### src/rtl/lsu_dispatch_unit.sv
// -----------------------------------------------------------------------------
// lsu_dispatch_unit
//   Issue stage placed in front of the load/store unit. Accepts one load/store
//   op per handshake from the core, allocates the lowest free transaction tag,
//   and drives the LSU two-phase protocol (instruction phase, then data phase).
//   Tracks outstanding tags with a bitmap. LSU completions are buffered in a
//   response FIFO and returned to the core in completion order. A tag is
//   released only when its response is popped by the core.
//
// Ports
//   clk_in, rst_in            clock, asynchronous active-high reset
//   cs_N_in                   active-low enable; blocks new op acceptance only
//   op_*                      core op request (valid/ready, is_write, addr, value)
//   lsu_proc_instr_*          LSU instruction phase (valid/ready, tag, is_write)
//   lsu_proc_data_*, lsu_proc_addr, lsu_proc_value
//                             LSU data phase (valid/ready, tag, addr, value)
//   lsu_completion_*          LSU completion pulse (no backpressure)
//   resp_*                    response to core (valid/ready, tag, is_write, value)
//   outstanding_out           number of tags currently allocated
//   err_spurious_out          sticky flag: completion for a tag not outstanding
// -----------------------------------------------------------------------------
module lsu_dispatch_unit #(
   parameter int TAG_WIDTH       = 10,
   parameter int MAX_OUTSTANDING = 8
) (
   input  logic                                   clk_in,
   input  logic                                   rst_in,
   input  logic                                   cs_N_in,
   input  logic                                   op_valid_in,
   output logic                                   op_ready_out,
   input  logic                                   op_is_write_in,
   input  logic [63:0]                            op_addr_in,
   input  logic [63:0]                            op_value_in,
   output logic                                   lsu_proc_instr_valid,
   output logic [TAG_WIDTH-1:0]                   lsu_proc_instr_tag,
   output logic                                   lsu_proc_instr_is_write,
   input  logic                                   lsu_proc_instr_ready,
   output logic                                   lsu_proc_data_valid,
   output logic [TAG_WIDTH-1:0]                   lsu_proc_data_tag,
   output logic [63:0]                            lsu_proc_addr,
   output logic [63:0]                            lsu_proc_value,
   input  logic                                   lsu_proc_data_ready,
   input  logic                                   lsu_completion_valid,
   input  logic [TAG_WIDTH-1:0]                   lsu_completion_tag,
   input  logic [63:0]                            lsu_completion_value,
   output logic                                   resp_valid_out,
   input  logic                                   resp_ready_in,
   output logic [TAG_WIDTH-1:0]                   resp_tag_out,
   output logic                                   resp_is_write_out,
   output logic [63:0]                            resp_value_out,
   output logic [$clog2(MAX_OUTSTANDING+1)-1:0]   outstanding_out,
   output logic                                   err_spurious_out
);

   localparam int IDX_W = $clog2(MAX_OUTSTANDING);
   localparam int CNT_W = $clog2(MAX_OUTSTANDING+1);

   typedef enum logic [1:0] {ST_IDLE, ST_INSTR, ST_DATA} state_e;

   state_e                     state_q;
   logic                       instr_valid_q;
   logic                       data_valid_q;
   logic [TAG_WIDTH-1:0]       cur_tag_q;
   logic                       cur_is_write_q;
   logic [63:0]                cur_addr_q;
   logic [63:0]                cur_value_q;

   logic [MAX_OUTSTANDING-1:0] bitmap_q, bitmap_d;
   logic [MAX_OUTSTANDING-1:0] completed_q, completed_d;
   logic [MAX_OUTSTANDING-1:0] is_write_tbl_q, is_write_tbl_d;
   logic [CNT_W-1:0]           outstanding_q, outstanding_d;
   logic                       err_q;

   // Response FIFO: storage without reset, validity comes from count_q.
   logic [IDX_W-1:0]           fifo_tag_mem   [MAX_OUTSTANDING];
   logic                       fifo_wr_mem    [MAX_OUTSTANDING];
   logic [63:0]                fifo_value_mem [MAX_OUTSTANDING];
   logic [IDX_W-1:0]           wr_ptr_q, rd_ptr_q;
   logic [CNT_W-1:0]           count_q;

   logic [IDX_W-1:0]           alloc_idx;
   logic                       free_exists;
   logic                       accept;
   logic [IDX_W-1:0]           cpl_idx;
   logic                       cpl_in_range;
   logic                       push;
   logic                       cpl_bad;
   logic                       pop;
   logic [IDX_W-1:0]           head_idx;

   // ---------------- allocation ----------------
   assign free_exists = ~&bitmap_q;

   // Descending scan so the last assignment wins with the lowest free index.
   always_comb begin
      alloc_idx = '0;
      for (int i = MAX_OUTSTANDING-1; i >= 0; i--) begin
         if (!bitmap_q[i]) alloc_idx = IDX_W'(i);
      end
   end

   // Gated by rst_in so the output reads 0 while reset is held.
   assign op_ready_out = !rst_in && (state_q == ST_IDLE) && !cs_N_in && free_exists;
   assign accept       = op_valid_in && op_ready_out;

   // ---------------- completion / response ----------------
   assign cpl_idx      = lsu_completion_tag[IDX_W-1:0];
   assign cpl_in_range = ((lsu_completion_tag >> IDX_W) == '0);
   assign push         = lsu_completion_valid && cpl_in_range &&
                         bitmap_q[cpl_idx] && !completed_q[cpl_idx];
   assign cpl_bad      = lsu_completion_valid && !push;

   assign resp_valid_out = (count_q != '0);
   assign pop            = resp_valid_out && resp_ready_in;
   assign head_idx       = fifo_tag_mem[rd_ptr_q];

   // Per-tag next state. Pop, allocate and push never target the same tag in
   // one cycle: pop needs completed=1, push needs completed=0, allocate needs
   // the bitmap bit clear.
   for (genvar gi = 0; gi < MAX_OUTSTANDING; gi++) begin : g_tag
      logic pop_hit, alloc_hit, push_hit;
      assign pop_hit   = pop    && (head_idx  == IDX_W'(gi));
      assign alloc_hit = accept && (alloc_idx == IDX_W'(gi));
      assign push_hit  = push   && (cpl_idx   == IDX_W'(gi));
      assign bitmap_d[gi]       = pop_hit ? 1'b0 : (bitmap_q[gi] | alloc_hit);
      assign completed_d[gi]    = pop_hit ? 1'b0 : (completed_q[gi] | push_hit);
      assign is_write_tbl_d[gi] = alloc_hit ? op_is_write_in : is_write_tbl_q[gi];
   end

   always_comb begin
      outstanding_d = '0;
      for (int i = 0; i < MAX_OUTSTANDING; i++) begin
         outstanding_d = outstanding_d + CNT_W'(bitmap_d[i]);
      end
   end

   always_ff @(posedge clk_in or posedge rst_in) begin
      if (rst_in) begin
         bitmap_q       <= '0;
         completed_q    <= '0;
         is_write_tbl_q <= '0;
         outstanding_q  <= '0;
         err_q          <= 1'b0;
         wr_ptr_q       <= '0;
         rd_ptr_q       <= '0;
         count_q        <= '0;
      end else begin
         bitmap_q       <= bitmap_d;
         completed_q    <= completed_d;
         is_write_tbl_q <= is_write_tbl_d;
         outstanding_q  <= outstanding_d;
         err_q          <= err_q | cpl_bad;
         if (push) wr_ptr_q <= wr_ptr_q + 1'b1;
         if (pop)  rd_ptr_q <= rd_ptr_q + 1'b1;
         case ({push, pop})
            2'b10:   count_q <= count_q + 1'b1;
            2'b01:   count_q <= count_q - 1'b1;
            default: count_q <= count_q;
         endcase
      end
   end

   always_ff @(posedge clk_in) begin
      if (push) begin
         fifo_tag_mem[wr_ptr_q]   <= cpl_idx;
         fifo_wr_mem[wr_ptr_q]    <= is_write_tbl_q[cpl_idx];
         fifo_value_mem[wr_ptr_q] <= lsu_completion_value;
      end
   end

   assign resp_tag_out      = resp_valid_out ? TAG_WIDTH'(head_idx)          : '0;
   assign resp_is_write_out = resp_valid_out ? fifo_wr_mem[rd_ptr_q]         : 1'b0;
   assign resp_value_out    = resp_valid_out ? fifo_value_mem[rd_ptr_q]      : '0;
   assign outstanding_out   = outstanding_q;
   assign err_spurious_out  = err_q;

   // ---------------- dispatch FSM ----------------
   always_ff @(posedge clk_in or posedge rst_in) begin
      if (rst_in) begin
         state_q        <= ST_IDLE;
         instr_valid_q  <= 1'b0;
         data_valid_q   <= 1'b0;
         cur_tag_q      <= '0;
         cur_is_write_q <= 1'b0;
         cur_addr_q     <= '0;
         cur_value_q    <= '0;
      end else begin
         case (state_q)
            ST_IDLE: begin
               if (accept) begin
                  cur_tag_q      <= TAG_WIDTH'(alloc_idx);
                  cur_is_write_q <= op_is_write_in;
                  cur_addr_q     <= op_addr_in;
                  cur_value_q    <= op_value_in;
                  instr_valid_q  <= 1'b1;
                  state_q        <= ST_INSTR;
               end
            end
            ST_INSTR: begin
               if (lsu_proc_instr_ready) begin
                  instr_valid_q <= 1'b0;
                  data_valid_q  <= 1'b1;
                  state_q       <= ST_DATA;
               end
            end
            ST_DATA: begin
               if (lsu_proc_data_ready) begin
                  data_valid_q <= 1'b0;
                  state_q      <= ST_IDLE;
               end
            end
            default: begin
               instr_valid_q <= 1'b0;
               data_valid_q  <= 1'b0;
               state_q       <= ST_IDLE;
            end
         endcase
      end
   end

   assign lsu_proc_instr_valid    = instr_valid_q;
   assign lsu_proc_instr_tag      = cur_tag_q;
   assign lsu_proc_instr_is_write = cur_is_write_q;
   assign lsu_proc_data_valid     = data_valid_q;
   assign lsu_proc_data_tag       = cur_tag_q;
   assign lsu_proc_addr           = cur_addr_q;
   assign lsu_proc_value          = cur_value_q;

endmodule

### config.mk
export PLATFORM = sky130hd
export DESIGN_NAME = lsu_dispatch_unit
export DESIGN_NICKNAME = d
export VERILOG_FILES = /design/src/rtl/lsu_dispatch_unit.sv
export SDC_FILE = /design/constraint.sdc
export NUM_CORES = 1
export LEC_CHECK = 0
export CAP_MARGIN = 10
export CORE_ASPECT_RATIO = 1.2
export CORE_UTILIZATION = 35
export DETAILED_ROUTE_END_ITERATION = 8
export HOLD_SLACK_MARGIN = 0.15
export SLEW_MARGIN = 10
export SYNTH_ARGS = -nofsm -noshare
export SYNTH_HDL_FRONTEND = slang
export SYNTH_SLANG_ARGS = --single-unit
### constraint.sdc
create_clock -name clk_in -period 9.45 [get_ports clk_in]
set_input_delay 1.89 -clock clk_in [delete_from_list [all_inputs] [get_ports clk_in]]
set_output_delay 1.89 -clock clk_in [all_outputs]
set_load 0.02 [all_outputs]
* Word level (Yosys, flattened, before mapping)
Memory sizes are Yosys's and may differ from the RTL's. Index checks and enable logic that the tools add are counted.
Storage, ports and cells: bits in registers 175, bits in writable memories 544, bits of input ports 211, output and inout bits 233, logic and storage cells 180, memories kept 3
Operators by class: add/subtract/negate cells 11, magnitude comparators 1, equal/unequal tests 28, mux-type cells 46, bitwise operators 19, reduce and logical (&&, ||, !) cells 50
Memory list:
- fifo_value_mem | words 8, width 64, rd ports 1, clocked after memory_dff 0, wr ports 1, RTL line 77 | logic [63:0] fifo_value_mem [MAX_OUTSTANDING];
- fifo_tag_mem | words 8, width 3, rd ports 1, clocked after memory_dff 0, wr ports 1, RTL line 75 | logic [IDX_W-1:0] fifo_tag_mem [MAX_OUTSTANDING];
- fifo_wr_mem | words 8, width 1, rd ports 1, clocked after memory_dff 0, wr ports 1, RTL line 76 | logic fifo_wr_mem [MAX_OUTSTANDING];
Operators by type and width (number):
- 64-bit two-way mux | 1
- 3-bit equality test (second input constant) | 12
- 1-bit logical AND | 33
- 3-bit two-way mux | 9
- 1-bit two-way mux | 26
- 3-bit by 2-bit equality test with 1-bit output (second input constant) | 6
- 1-bit OR | 17
- 4-bit by 1-bit adder with 4-bit output | 4
- 10-bit logical NOT | 1
- 1-bit binary-select mux with 3-bit select | 3
- 3-bit by 1-bit equality test with 1-bit output (second input constant) | 3
- 3-bit logical NOT | 3
- 3-bit AND reduction | 3
- 4-bit one-hot mux with 2 select lines | 1
- 8-bit AND reduction | 1
- 3-bit by 1-bit adder with 3-bit output (second input constant) | 2
- 2-bit two-way mux | 3
- 2-bit inequality test (second input constant) | 3
- 1-bit one-hot mux with 3 select lines | 2
- 2-bit one-hot mux with 3 select lines | 1
- 1-bit logical NOT | 5
- 3-bit by 1-bit adder with 4-bit output | 1
- 4-bit by 1-bit adder with 4-bit output (second input constant) | 1
- 2-bit by 1-bit equality test with 1-bit output (second input constant) | 2
- 10 further kinds | 12

* Longest topological paths before layout
Gate-level depths: netlist of run 1.
depth after elaboration 19, mapped depth 16, mapped depth without buffers 15

* Worst setup path before layout of run 1
OpenSTA, ideal clock, no wires.
path kind input port to flip-flop, start input lsu_completion_tag[1], end memory fifo_tag_mem[0][0] in the netlist's numbering (enable), arrival 9.543 ns, slack -0.754 ns, cell stages on the path 6, buffers on the path 2, path through o311a_1 > or4_1 > buf_2 > and2_4 > buf_6 > nor4_1
On the way: cells in the longest elaborated chain, start to end 6
RTL lines:
- start: declaration | RTL line 44 | input logic [TAG_WIDTH-1:0] lsu_completion_tag,
- 1-bit binary-select mux with 3-bit select | RTL line 110 | bitmap_q[cpl_idx] && !completed_q[cpl_idx];
- 1-bit two-way mux (not written as such) | RTL line 110
- 1-bit logical AND or 1-bit logical NOT (tied branches) | RTL line 109, 110
- 1-bit logical AND * | RTL line 110
- 1-bit two-way mux * | RTL line 164 | if (push) begin
- 1-bit two-way mux (not written as such) * | RTL line 165 | fifo_tag_mem[wr_ptr_q] <= cpl_idx;
- end: declaration | RTL line 75
Mark *: on every way between the ends. The rest lies on a longest branch, timed or not. The select of a mux whose other input is x is not followed.

* Final worst setup path of run 1
start register rd_ptr_q[1], end output resp_value_out[1]
On the way: cells in the longest elaborated chain, start to end 2
RTL lines:
- start: declaration | RTL line 78 | logic [IDX_W-1:0] wr_ptr_q, rd_ptr_q;
- start signal: assignment | RTL line 154 | if (pop) rd_ptr_q <= rd_ptr_q + 1'b1;
- memory read 8 x 64 bit
- 64-bit two-way mux | RTL line 173 | assign resp_value_out = resp_valid_out ? fifo_value_mem[rd_ptr_q] : '0;
- end: declaration | RTL line 50 | output logic [63:0] resp_value_out,
No other way between the ends.

==> results of run 1 <==
## report_power, final
group	switching, uW	total (uW)	internal [uW]
Combinational	1680	3380	1710
Clock	1270	3030	1760
Sequential	318	3940	3620
Total	3260	10400	7090
## worst max-delay path, stage by stage (launching register included)
cell             delay [ns]
dfrtp_4                0.90
buf_4                  0.73
buf_4                  0.67
mux4_2                 0.32
mux2i_1                0.07
nor2_1                 0.27
clkdlybuf4s50_1        0.67
## cell families (layout without fill, tap and decap cells)
group           count (synthesis)  count (layout)  synth area share
xor+xnor                        9               9           0.00279
buf+inv                       116             602            0.0204
fa+ha+maj                      13              13           0.00708
other cells                     1              22          0.000133
simple gates                  181             181            0.0323
mux                           348             348             0.190
flops                         719             719             0.732
compound gates                 64              64            0.0156
## worst max path at each step
stage                     startpoint                    end  slack (ns)  depth (start not counted)
3_3_place_gp   lsu_completion_tag[1]     fifo_tag_mem[6][1]        3.42                          7
6_report                 rd_ptr_q[1]      resp_value_out[1]        3.16                          6
5_1_grt                  rd_ptr_q[1]      resp_value_out[2]        2.93                          6
4_1_cts                  rd_ptr_q[1]     resp_value_out[34]        3.02                          6
2_1_floorplan  lsu_completion_tag[1]     fifo_tag_mem[7][0]        0.78                          6
3_5_place_dp   lsu_completion_tag[1]  fifo_value_mem[6][59]        3.32                          7
## cell usage after synthesis (all sizes together) (5+ instances only)
library cell    n  area [um2]
a21oi          16        80.1
inv            21        78.8
nor3           13        65.1
nand3           6        30.0
xnor2           5        43.8
and2            5        33.8
mux2          141        1590
ha              8         100
edfxtp        544       16300
mux2i          71         711
nor2           84         315
nor3b           9        67.6
o21a           10        75.1
mux4          136        3060
nor4b           5        62.6
buf            75         424
fa              5         100
o21ai           9        45.0
clkbuf         20        75.1
nand2          28         105
nor2b           8        50.1
dfrtp         175        4380
## metal layers
layer  part of all wire  GRT usage  vias up
li1                   -          -     6557
met1               0.39      0.206     7869
met2               0.53      0.298      487
met3              0.066     0.0447      102
met4              0.018     0.0449       10
met5            0.00099          0        -
## flip-flops by register name, indices dropped and copies added, names as in the netlist, 4 cells and up
| signal | cells |
|---|---|
| bitmap_q | 8 |
| completed_q | 8 |
| count_q | 4 |
| fifo_tag_mem | 24 |
| fifo_value_mem | 512 |
| fifo_wr_mem | 8 |
| is_write_tbl_q | 8 |
| lsu_proc_addr | 64 |
| lsu_proc_value | 64 |
| outstanding_out | 4 |
## per-stage QoR
stage	worst slack [ns]	cell area [um2]	utilization	hold WS, ns
2_1_floorplan	0.776	28400	-	0.442
3_3_place_gp	3.42	33700	0.423	0.473
3_5_place_dp	3.32	33700	0.423	0.478
4_1_cts	3.02	36200	0.455	0.493
5_1_grt	2.93	36200	0.455	0.518
6_report	3.16	36200	0.455	0.493
## area by class of cell
cell class	instances	area, um2	share of cell area
diodes	1	2.50	0.0000690
well taps	1035	1290	0.0357
inverters	21	83.8	0.00231
clock inverters	43	571	0.0157
repair buffers	448	4440	0.122
flip-flops and latches	719	20700	0.572
clock buffers	90	1970	0.0544
multi-input cells	636	7150	0.197
==> run summary, run 1 <==
Vias: 15.0k
Port bufs: 422
Gpl congestion: 0.795
Gr usage total: 0.170
Hold buffers post-CTS: 0
Clk root buf: clkbuf_16
Ys Warns: 0
Status: finished, final reports clean
Highest-count cells in the layout ignoring fill and taps: edfxtp_1, clkdlybuf4s50_1, dfrtp_1, mux2_2, mux4_2
Fillers: 6755
Maxcap violations: 0
Slew @ Worst Pin: 1.13 ns
Fin Setup TNS: 0 ns
WS Path Type: flop to output port
Power per cell area: 286 nW/um2
Element type at the critical path start: flop
Detailed placement HPWL: 43.2 mm
Hold crit path type: flop to flop
Final Max Slew Viols: 0
Clk sinks: 719
Initial antenna violation count: 8
Largest net degree at the start of global routing: 121
Crit. End Element: output port
Final wirelength: 68.8 mm
IR drop worst, VDD: 194 uV
Starting Density: 0.355
Leakage: 0.0127 uW
Remaining Overflow, GRT: 0
Clock slew at reported path FFs: 0.07 ns
Die Span X: 262 um
Via density: 5.02
Post-CTS Setup Inserts: 0
Hold Crit Start: count_q[3]
Clock tree buffer depth: 3
Mapped Area: 28300 um2
Total iterations of the first detailed-routing run: 5
Sequential area share after synthesis: 0.732
Reg2reg setup slack: 4.34 ns
Worst r2r dst: outstanding_out[2]
Cells on worst reg2reg path: 13
Main synth FF type: edfxtp_1
Die Ht: 313 um
Hold Path Stages: 1
Ports: 444
Latest clock arrival within the worst-skew pair: 0.63 ns
CTS tree: done
CTS HTree Levels: 3
Area Growth Syn to Fin: 28.1%
Wire length per cell: 23.0 um
DR iter-0 viols: 758
EDFF count, synth: 544
Fin crit period: 6.29 ns
Avg Cell Area, Syn: 19.5 um2
Final instance count without filler cells: 2993
CP Data Arrival Time: 4.40 ns
Leading cell type in the layout, fill and taps excluded: edfxtp_1
Final-report setup violation count: 0
Flops & latches, synth: 719
Number of global-route vias before repair: 16.2k
DRC: 0
Overall Power: 10400 uW
Cts repair resizes: 0
Post-synth cell types: 58
Die area: 82000 um2
Cell count after synthesis: 1451
Inst Count DP: 2858
Hold path endpoint: count_q[3]
RSZ-0062 raised after global routing: no
Req. time, crit path: 7.56 ns
Reg-to-reg startpoint: rd_ptr_q[0]
Max transition margin: 0.249
Maximum fanout along the worst path: 51
Fmax: 159 MHz
Site row count: 113
CTS Buf Count: 75
Ys async rst share: 0.243
Nets@finish: 2125
Final hold violations: 0
Area of the core: 79600 um2
Period utilization: 0.666
Routed Antenna Nets: 0
Final Skew: 0.0286 ns
Ratio of cells with drive above 1 in the final layout: 0.222
Global-route wire length before repair: 104 mm
Note: power is estimated with default switching activity, not from simulation.
==> run 2, diff against run 1 <==
- clock period: 9.45 -> 6.55 ns (I/O delays scaled with it)
==> run 2 against run 1 <==
  * Worst hold slack lost 0.038 ns
  * Setup slack got worse by 1.7 ns
  * Total power increased by 42%
  * Via count decreased by 0.85%
  * Combinational power up 46%
  * Sequential share of layout area rose by 0.069 points
  * Flip-flop and latch count is the same
  * Sequential power up 43%
  * Core utilization fell by 0.055 points
  * Global-route usage grew 0.18 points
  * Largest power group unchanged
==> run summary, run 2 (synthesis gave the netlist of run 1 again) <==
Largest net degree at the start of global routing: 108
Gpl congestion: 0.803
Hold path endpoint: err_spurious_out
Hold crit path type: flop to flop
Via density: 4.98
Global-route wire length before repair: 104 mm
RSZ-0062 raised after global routing: no
Post-CTS Setup Inserts: 0
Hold Path Stages: 1
Clock power frac: 0.279
Fin crit period: 5.11 ns
Hold Worst Slack: 0.456 ns
Final Max Slew Viols: 0
Reg with most FFs: fifo_value_mem
Nets@finish: 2124
WS Path Type: flop to output port
Cells on worst reg2reg path: 14
CTS Buf Count: 73
Final Skew: 0.0173 ns
Final-report setup violation count: 0
Final wirelength: 69.4 mm
Highest-count cells in the layout ignoring fill and taps: edfxtp_1, clkdlybuf4s50_1, dfrtp_1, mux2_2, mux4_2
Latest clock arrival within the worst-skew pair: 0.62 ns
Status: finished, final reports clean
Comb power frac: 0.337
Slew @ Worst Pin: 1.17 ns
Worst r2r dst: outstanding_out[2]
Maxcap violations: 0
Clk sinks: 719
Cts repair resizes: 0
Element type at the critical path start: flop
Ratio of cells with drive above 1 in the final layout: 0.219
Sw frac: 0.314
Clk root buf: clkbuf_16
Final instance count without filler cells: 2994
Reg2reg setup slack: 1.44 ns
Final hold violations: 0
Internal power: 10100 uW
Die Ht: 313 um
Die area: 82000 um2
DRC: 0
Fmax: 196 MHz
Area of the core: 79600 um2
Ports: 444
Max FFs per register: 512
DR iter-0 viols: 837
Detailed placement HPWL: 42.6 mm
Number of global-route vias before repair: 16.2k
CTS tree: done
Net switching power: 4600 uW
Hold buffers post-CTS: 0
CTS HTree Levels: 3
Starting Density: 0.355
Port bufs: 422
Routed Antenna Nets: 0
Vias: 14.9k
Gr usage total: 0.172
Maximum fanout along the worst path: 107
Clock slew at reported path FFs: 0.06 ns
Hold Crit Start: err_spurious_out
Max transition margin: 0.221
Power per cell area: 405 nW/um2
Period utilization: 0.781
Inst Count DP: 2860
Reg power frac: 0.383
Leading cell type in the layout, fill and taps excluded: edfxtp_1
Reg-to-reg startpoint: rd_ptr_q[2]
Site row count: 113
Remaining Overflow, GRT: 0
Area Growth Syn to Fin: 28.0%
Total iterations of the first detailed-routing run: 5
Initial antenna violation count: 7
Leakage: 0.0126 uW
Wire length per cell: 23.2 um
Die Span X: 262 um
Crit. End Element: output port
CP Data Arrival Time: 3.80 ns
Clock tree buffer depth: 3
Req. time, crit path: 5.24 ns
IR drop worst, VDD: 207 uV
## run 2: metrics by stage
stage	worst slack, ns	utilization	setup TNS [ns]	power [uW]	instance area [um2]
finish	1.44	0.455	0	14700	36200
global route	1.15	0.455	0	15300	36200
detailed placement	1.16	0.425	0	10700	33800
floorplan	-0.368	-	-38.93	8550	28400
global placement	1.19	0.425	0	10700	33800
CTS	1.27	0.455	0	14900	36200
## run 2: worst max-delay path by stage
stage,startpoint,end,depth (start not counted)
final,rd_ptr_q[0],resp_value_out[8],5
after global placement,rst_in,outstanding_out[2],13
after floorplan,lsu_completion_tag[1],fifo_tag_mem[5][0],5
after global routing,rd_ptr_q[0],resp_value_out[1],5
after CTS,rd_ptr_q[0],resp_value_out[61],5
after detailed placement,rst_in,outstanding_out[2],14
## run 2: cell type report
class	count	area, um2
Clock buffer	96	2000
Tap cell	1035	1290
Multi-Input combinational cell	636	7170
Timing Repair Buffer	449	4580
Inverter	21	83.8
Fill cell	6822	43400
Sequential cell	719	20700
Antenna cell	1	2.50
Clock inverter	37	354
## run 2: critical path, cell delays in order, from the launching register on
cell and delay [ns]:
dfrtp_4 0.85, buf_12 0.74, mux4_2 0.60, mux2i_1 0.17, nor2_1 0.13, clkdlybuf4s50_1 0.60
## run 2: power groups by stage
stage / clock network, uW / registers [uW] / logic, uW
floorplan: 0 / 5800 / 2740
global placement: 0 / 5700 / 5020
detailed placement: 0 / 5710 / 5040
CTS: 4220 / 5630 / 5060
global route: 4390 / 5670 / 5280
finish: 4090 / 5620 / 4940
## run 2: routing by layer
metal  GRT usage  up-vias  share of wire
met5           0        -        0.00097
met4      0.0595       12          0.026
met3      0.0451      101          0.070
met2       0.298      534           0.52
met1       0.205     7677           0.39
li1            -     6573              -
==> run 3, diff against run 2 <==
- clock period: 6.55 -> 4.8 ns (I/O delays scaled with it)
==> run 3 against run 2 <==
  * Highest routed layer unchanged
  * Die area unchanged
  * Non-clock buffer count rose by 18
  * Critical path depth rose by 1
==> run summary, run 3 (synthesis gave the netlist of run 1 again) <==
Fillers: 6758
Fin Setup TNS: 0 ns
CTS HTree Levels: 3
DR iter-0 viols: 849
Gr usage total: 0.173
Nets@finish: 2144
Initial antenna violation count: 6
Clk sinks: 719
Hold buffers post-CTS: 0
Period utilization: 0.953
Leading cell type in the layout, fill and taps excluded: edfxtp_1
Maximum fanout along the worst path: 46
CTS Buf Count: 75
Area Growth Syn to Fin: 29.1%
Final Max Slew Viols: 0
Die Span X: 262 um
Worst r2r dst: outstanding_out[2]
Cts repair resizes: 3
Final hold violations: 0
Routed Antenna Nets: 0
GRT busiest layer: met2
Final wirelength: 70.3 mm
Global-route wire length before repair: 104 mm
Dpl ws: -0.106 ns
Req. time, crit path: 3.84 ns
Reg-to-reg startpoint: rd_ptr_q[2]
Clock slew at reported path FFs: 0.06 ns
Hold Worst Slack: 0.457 ns
Latest clock arrival within the worst-skew pair: 0.62 ns
Clk root buf: clkbuf_16
Hold crit path type: flop to flop
Fmax: 219 MHz
Area of the core: 79600 um2
Met2 Use GR: 0.301
Final-report setup violation count: 0
Number of global-route vias before repair: 16.2k
Overall Power: 20500 uW
Leakage: 0.0128 uW
Met3 usage: 0.0514
Largest net degree at the start of global routing: 69
Port bufs: 422
Reg with most FFs: fifo_value_mem
CP Capture Point: resp_value_out[27]
CTS tree: done
Cells on worst reg2reg path: 14
Site row count: 113
IR drop worst, VDD: 389 uV
Maxcap violations: 0
DRC: 0
Max transition margin: 0.277
Highest-count cells in the layout ignoring fill and taps: edfxtp_1, clkdlybuf4s50_1, dfrtp_1, mux2_2, mux4_2
Final Skew: 0.0196 ns
Status: finished, final reports clean
Power per cell area: 561 nW/um2
Ratio of cells with drive above 1 in the final layout: 0.230
Reg2reg setup slack: 0.41 ns
Starting Density: 0.355
Remaining Overflow, GRT: 0
CP Data Arrival Time: 3.61 ns
Post-CTS Setup Inserts: 0
Element type at the critical path start: flop
Die Ht: 313 um
Crit. End Element: output port
Detailed placement HPWL: 44.4 mm
WS Path Type: flop to output port
Wire length per cell: 23.3 um
Setup ws final: 0.225 ns
M1 GR Usage: 0.206
Critical Path Source: rd_ptr_q[1]
Clock tree buffer depth: 3
Ports: 444
Max FFs per register: 512
Gpl congestion: 0.831
Fin crit period: 4.57 ns
Total iterations of the first detailed-routing run: 4
Die area: 82000 um2
Slew @ Worst Pin: 1.08 ns
Vias: 15.1k
Via density: 5.02
[run 3: cell count changes in the layout (fill, tap and decap cells not counted), sizes merged]
| cell | delta |
|---|---|
| buf | +18 |
| bufinv | +5 |
| clkinv | -5 |
| clkinvlp | +3 |
| inv | +1 |
[run 3: report_power, final]
part / total (uW) / internal, uW / switching [uW] / leakage, uW
sequential: 7540 / 7140 / 402 / 0.00701
clock: 5960 / 3560 / 2400 / 0.00123
combinational: 6980 / 3400 / 3580 / 0.00458
[run 3: worst min path at each step]
stage,start,to,cells past startpoint
after floorplan,count_q[3],count_q[3],1
after global routing,err_spurious_out,err_spurious_out,1
final,err_spurious_out,err_spurious_out,1
after detailed placement,err_spurious_out,err_spurious_out,1
after CTS,err_spurious_out,err_spurious_out,1
after global placement,err_spurious_out,err_spurious_out,1
[run 3: layout make-up]
cell class,count,area (um2),area share
flip-flops and latches,719,20700,0.567
multi-input cells,636,7170,0.196
repair buffers,467,4720,0.129
clock buffers,96,2040,0.0558
well taps,1035,1290,0.0355
clock inverters,41,498,0.0136
inverters,21,82.6,0.00226
diodes,1,2.50,0.0000685
[run 3: routing by layer]
metal  part of all wire  vias to the layer above  wire length (um)
met5             0.0012                        -                82
li1                   -                     6611                 -
met1               0.39                     7947             27400
met4              0.023                       12              1580
met3              0.067                      109              4730
met2               0.52                      452             36500
[run 3: metrics by stage]
step	area [um2]	instances	utilization
2_1_floorplan	28400	1471	-
3_3_place_gp	34000	2878	0.427
3_5_place_dp	34000	2878	0.427
4_1_cts	36500	3015	0.459
5_1_grt	36500	3015	0.459
6_report	36500	3016	0.459
[run 3: worst max-delay path, stage by stage, from the launching register on]
cell	delay [ns]
dfrtp_4	0.61
buf_4	0.49
buf_8	0.42
mux4_2	0.38
mux2i_1	0.38
nor2_1	0.09
clkdlybuf4s50_1	0.58
